`src/rtl/pulse_sync_scheduler.sv`:
```
// Round-robin scheduler feeding one shared pulse-synchronizer channel from NUM_REQ requesters.
// Optional issue/timeout statistics counters are enabled by defining PULSE_SYNC_SCHED_STATS_EN.
module pulse_sync_scheduler #(
  parameter int unsigned NUM_REQ    = 4,
  parameter int unsigned GAP_CYCLES = 3,
  parameter int unsigned TIMEOUT    = 64,
  localparam int unsigned ID_W      = $clog2(NUM_REQ)
) (
  input  logic               clk,
  input  logic               n_rst,
  input  logic [NUM_REQ-1:0] req_pulse,
  output logic               sync_pulse,
  output logic [ID_W-1:0]    sync_id,
  input  logic               sync_ack,
  output logic               busy,
  output logic [NUM_REQ-1:0] pending,
  output logic [NUM_REQ-1:0] drop,
  output logic               timeout_err
`ifdef PULSE_SYNC_SCHED_STATS_EN
  ,
  output logic [15:0]        issue_cnt,
  output logic [15:0]        timeout_cnt
`endif
);

  localparam int unsigned WAIT_W = $clog2(TIMEOUT);
  localparam int unsigned GAP_W  = $clog2(GAP_CYCLES + 1);

  localparam logic [1:0] IDLE     = 2'd0;
  localparam logic [1:0] ISSUE    = 2'd1;
  localparam logic [1:0] WAIT_ACK = 2'd2;
  localparam logic [1:0] GAP      = 2'd3;

  logic [1:0]         state, state_d;
  logic [ID_W-1:0]    rr_ptr, rr_ptr_d;
  logic [ID_W-1:0]    sync_id_d;
  logic [ID_W-1:0]    sel_idx;
  logic               sel_vld;
  logic [NUM_REQ-1:0] grant_clr;
  logic [NUM_REQ-1:0] pending_d, drop_d;
  logic [WAIT_W-1:0]  wait_cnt, wait_cnt_d;
  logic [GAP_W-1:0]   gap_cnt, gap_cnt_d;
  logic               sync_pulse_d, timeout_err_d;
  int unsigned        cand;

  // First pending requester at or after rr_ptr, wrapping.
  always_comb begin
    sel_vld = 1'b0;
    sel_idx = '0;
    cand    = 0;
    for (int unsigned off = 0; off < NUM_REQ; off++) begin
      cand = 32'(rr_ptr) + off;
      if (cand >= NUM_REQ) cand = cand - NUM_REQ;
      if (!sel_vld && pending[ID_W'(cand)]) begin
        sel_vld = 1'b1;
        sel_idx = ID_W'(cand);
      end
    end
  end

  always_comb begin
    state_d       = state;
    rr_ptr_d      = rr_ptr;
    sync_id_d     = sync_id;
    wait_cnt_d    = wait_cnt;
    gap_cnt_d     = gap_cnt;
    grant_clr     = '0;
    sync_pulse_d  = 1'b0;
    timeout_err_d = 1'b0;

    case (state)
      IDLE: begin
        if (sel_vld) begin
          state_d            = ISSUE;
          sync_id_d          = sel_idx;
          grant_clr[sel_idx] = 1'b1;
          rr_ptr_d           = (sel_idx == ID_W'(NUM_REQ - 1)) ? '0 : sel_idx + ID_W'(1);
          sync_pulse_d       = 1'b1;
        end
      end
      ISSUE: begin
        state_d    = WAIT_ACK;
        wait_cnt_d = '0;
      end
      WAIT_ACK: begin
        // Ack takes priority over expiry on the final cycle.
        if (sync_ack) begin
          state_d   = GAP;
          gap_cnt_d = '0;
        end else if (wait_cnt == WAIT_W'(TIMEOUT - 1)) begin
          state_d       = GAP;
          gap_cnt_d     = '0;
          timeout_err_d = 1'b1;
        end else begin
          wait_cnt_d = wait_cnt + WAIT_W'(1);
        end
      end
      GAP: begin
        if (gap_cnt == GAP_W'(GAP_CYCLES - 1)) state_d = IDLE;
        else gap_cnt_d = gap_cnt + GAP_W'(1);
      end
      default: state_d = IDLE;
    endcase

    // A new request on the clearing edge re-arms the flag without a drop.
    drop_d    = req_pulse & pending & ~grant_clr;
    pending_d = (pending & ~grant_clr) | req_pulse;
  end

  always_ff @(posedge clk or negedge n_rst) begin
    if (!n_rst) begin
      state       <= IDLE;
      rr_ptr      <= '0;
      sync_id     <= '0;
      wait_cnt    <= '0;
      gap_cnt     <= '0;
      pending     <= '0;
      drop        <= '0;
      sync_pulse  <= 1'b0;
      timeout_err <= 1'b0;
    end else begin
      state       <= state_d;
      rr_ptr      <= rr_ptr_d;
      sync_id     <= sync_id_d;
      wait_cnt    <= wait_cnt_d;
      gap_cnt     <= gap_cnt_d;
      pending     <= pending_d;
      drop        <= drop_d;
      sync_pulse  <= sync_pulse_d;
      timeout_err <= timeout_err_d;
    end
  end

  assign busy = (state != IDLE);

`ifdef PULSE_SYNC_SCHED_STATS_EN
  // Saturating event statistics.
  always_ff @(posedge clk or negedge n_rst) begin
    if (!n_rst) begin
      issue_cnt   <= '0;
      timeout_cnt <= '0;
    end else begin
      if (sync_pulse_d && (issue_cnt != 16'hFFFF)) issue_cnt <= issue_cnt + 16'd1;
      if (timeout_err_d && (timeout_cnt != 16'hFFFF)) timeout_cnt <= timeout_cnt + 16'd1;
    end
  end
`endif

endmodule

```
`config.mk`:
```
export PLATFORM = sky130hd
export DESIGN_NAME = pulse_sync_scheduler
export DESIGN_NICKNAME = d
export VERILOG_FILES = /design/src/rtl/pulse_sync_scheduler.sv
export SDC_FILE = /design/constraint.sdc
export NUM_CORES = 1
export LEC_CHECK = 0
export CAP_MARGIN = 20
export CORE_MARGIN = 5
export CORE_UTILIZATION = 55
export CTS_BUF_LIST = sky130_fd_sc_hd__clkbuf_4 sky130_fd_sc_hd__clkbuf_8 sky130_fd_sc_hd__clkbuf_16
export DETAILED_ROUTE_END_ITERATION = 8
export MAX_ROUTING_LAYER = met4
export PLACE_DENSITY = 0.8
export SLEW_MARGIN = 20
export SYNTH_ARGS = -nofsm -noshare
export SYNTH_HDL_FRONTEND = slang
export SYNTH_SLANG_ARGS = --single-unit
export TNS_END_PERCENT = 30
```
`constraint.sdc`:
```
create_clock -name clk -period 2.9 [get_ports clk]
set_clock_uncertainty 0.15 [all_clocks]
set_input_delay 0.87 -clock clk [delete_from_list [all_inputs] [get_ports clk]]
set_output_delay 0.87 -clock clk [all_outputs]
set_load 0.05 [all_outputs]
```
==> impl_metrics.ini <==
[worst_setup_path]
crit_fanout = 7
arrival_ps = 1640
rr_endpoint = rr_ptr[1]$_DFFE_PN0P_
cp_cell_sequence = clkdlybuf4s50_1
critPathKind = flop to primary output
critPathRequiredTime_ps = 1880
startpoint_type = flop
crit_path_start = pending[3]$_DFF_PN0_
endpoint = pending[3]
cp_num_cells = 1
slowest_delay_ps = 840
critPathCaptureType = primary output
slowest_stage = clkdlybuf4s50_1
rrSetupSlack_ps = 970
r2r_cells = 6
path_buf_inv = 1
crit_family = buffers and inverters
reg2reg_from = rr_ptr[1]$_DFFE_PN0P_

[grt]
busiest_layer = met2
use_met2_pct = 29.70
grt_pass1_wl_um = 4326
antenna_found_initial = 0
grt_usage_pct = 18.00
grt_start_max_net_pins = 25
grtUsageMet1_pct = 20.43
grt_overflow_total = 0
grt_pass1_vias = 991
grt_util_met3_pct = 3.448

[sta]
tns_ps = 0
slew_viol_final = 0
finalSetupViolations = 0
slew_headroom_pct = 65.71
hold_viol = 0
tightestPinTransition_ps = 512.7
finalCritPeriodShare_pct = 91.76
max_freq_mhz = 375.8
rsz0062_at_grt = false
period_needed_ps = 2661

[routing]
firstDrtPassIters = 4
ant_nets = 0
drt-initial-drc-count = 20
wire_per_inst_um = 14.49
routed_via_density = 5.524
finalWirelength_um = 2434
num_vias = 928
drc = 0

[pwr]
p_leak_nw = 0.6846
total_power_w = 0.001720
powerDensity_nw_per_um2 = 1156
ir_drop_mv = 0.9242

[clock_tree]
ctsHoldBuffers = 0
cts_sinks = 24
cts-buffers-inserted = 3
post_cts_buffers = 0
cts.path.max_buffers = 2
worstSkewPairLatency_ps = 320
ctsHtreeMaxLevel = 1
cts_root_buf = clkbuf_4
cts_resized = 0
cts.clk_slew.worst_paths_ps = 130
cts_tree = yes

[finish]
fin_nets = 159
final_util_pct = 69.31
n_antenna_cell = 0
area_growth_pct = 23.44
drive_gt1_share_pct = 7.857

[yosys]
synth_commonest_cells = dfrtp_1 (24), ha_1 (11), inv_1 (10), nand2_1 (10), o21ai_0 (9)
ys_top_cells_by_area = dfrtp_1 (50%), ha_1 (11%), o21ai_0 (3.7%), a21oi_1 (3.3%), a21o_1 (3.1%)
synth-edff-count = 0
syn-num-nets = 134
ys_seq_area_share_pct = 49.79
synth.distinct_cells = 26
yosysTopAreaCell = dfrtp_1
yosys_warnings = 0
synth_most_common_cell = dfrtp_1
syn_inst = 116
synth_area_per_cell_um2 = 10.40
async_flop_share_pct = 100.0
ys.flop_type = dfrtp_1
syn-cell-area_um2 = 1206
ys_ff_latch = 24
synth_top_area_share_pct = 49.79

[die]
std_cell_rows = 17
top_level_ports = 20
core-area_um2 = 2148
die_y_um = 56.83
dieArea_um2 = 3230
dieWidth_um = 56.83
start_util_pct = 56.14

[worst_hold_path]
hp-class = flop to flop

[placement]
dp_hpwl_um = 1749
place_congestion = 0.7874
io_buffers = 19

[run]
maxCapViolCount = 0

[run_status]
status = finished clean
state kept, by name, indices dropped and copies added (netlist names):
| register | count |
|---|---|
| sync_pulse | 1 |
| wait_cnt | 6 |
| gap_cnt | 2 |
| sync_id | 2 |
| state | 2 |
| drop | 4 |
| pending | 4 |
| timeout_err | 1 |
| rr_ptr | 2 |
how the worst min path moves through the flow:
stage	startpoint	to	depth (start not counted)	slack, ps
after floorplan	gap_cnt[0]$_DFFE_PN0P_	gap_cnt[0]$_DFFE_PN0P_	1	300
after global placement	gap_cnt[0]$_DFFE_PN0P_	gap_cnt[0]$_DFFE_PN0P_	1	320
after detailed placement	sync_id[0]$_DFFE_PN0P_	sync_id[0]$_DFFE_PN0P_	2	330
after CTS	sync_id[0]$_DFFE_PN0P_	sync_id[0]$_DFFE_PN0P_	2	360
after global routing	sync_id[0]$_DFFE_PN0P_	sync_id[0]$_DFFE_PN0P_	2	410
final	sync_id[0]$_DFFE_PN0P_	sync_id[0]$_DFFE_PN0P_	2	360
where the power goes:
group          leakage [nW]  switching (W)  total [W]  internal [W]
combinational         0.365       0.000584   0.000938      0.000354
sequential            0.291      0.0000952   0.000543      0.000448
clock                0.0279      0.0000995   0.000239      0.000140
cell usage in the layout (no fill, tap or decap):
| master | instances |
|---|---|
| a311oi_1 | 1 |
| buf_4 | 2 |
| mux2i_1 | 2 |
| a31oi_1 | 2 |
| nand2_1 | 10 |
| a211oi_1 | 2 |
| a221o_1 | 1 |
| bufinv_16 | 1 |
| nand3_1 | 4 |
| mux2_4 | 1 |
| nand4_1 | 1 |
| nand2b_1 | 4 |
| clkbuf_4 | 3 |
| a41oi_1 | 1 |
| ha_1 | 11 |
| nor3b_1 | 1 |
| a31o_2 | 1 |
| nor2b_1 | 2 |
| a41o_2 | 1 |
| clkdlybuf4s50_1 | 18 |
| mux2_2 | 2 |
| and2_0 | 1 |
| and3_1 | 5 |
| a21o_1 | 5 |
| inv_1 | 10 |
| nor2_1 | 6 |
| o21ai_0 | 9 |
| a21oi_1 | 8 |
| and2_1 | 1 |
| dfrtp_1 | 24 |
per-layer routing:
metal / share of wire [%] / wire, µm
met3: 3.4 / 83
met5: 0 / 0
met2: 50 / 1229
met4: 2.3 / 57
met1: 44 / 1064
cell families (layout without fill, tap and decap cells):
kind of cell	count (synthesis)	in the layout	synth area share, %
simple gates	35	35	14.52
compound gates	31	31	16.39
flops	24	24	49.79
fa+ha+maj	11	11	11.41
buf+inv	10	34	3.112
mux	5	5	4.771
cell type report:
class	instances	area, µm²
multi-input cells	82	568.0
repair buffers	20	195.2
well taps	28	35.03
inverters	10	37.54
clock buffers	3	22.52
flip-flops and latches	24	600.6
fillers	168	659.4
clock inverters	1	30.03
metrics by stage:
step / cells / setup slack [ps] / hold WS (ps) / area, µm²
after floorplan: 116 / 849.1 / 300.5 / 1206
after global placement: 164 / 618.3 / 320.4 / 1436
after detailed placement: 164 / 608.8 / 334.2 / 1436
after CTS: 168 / 227.4 / 364.7 / 1489
after global routing: 168 / 155.9 / 410.4 / 1489
final: 168 / 239.1 / 355.0 / 1489
(Power assumes the default switching activity.)
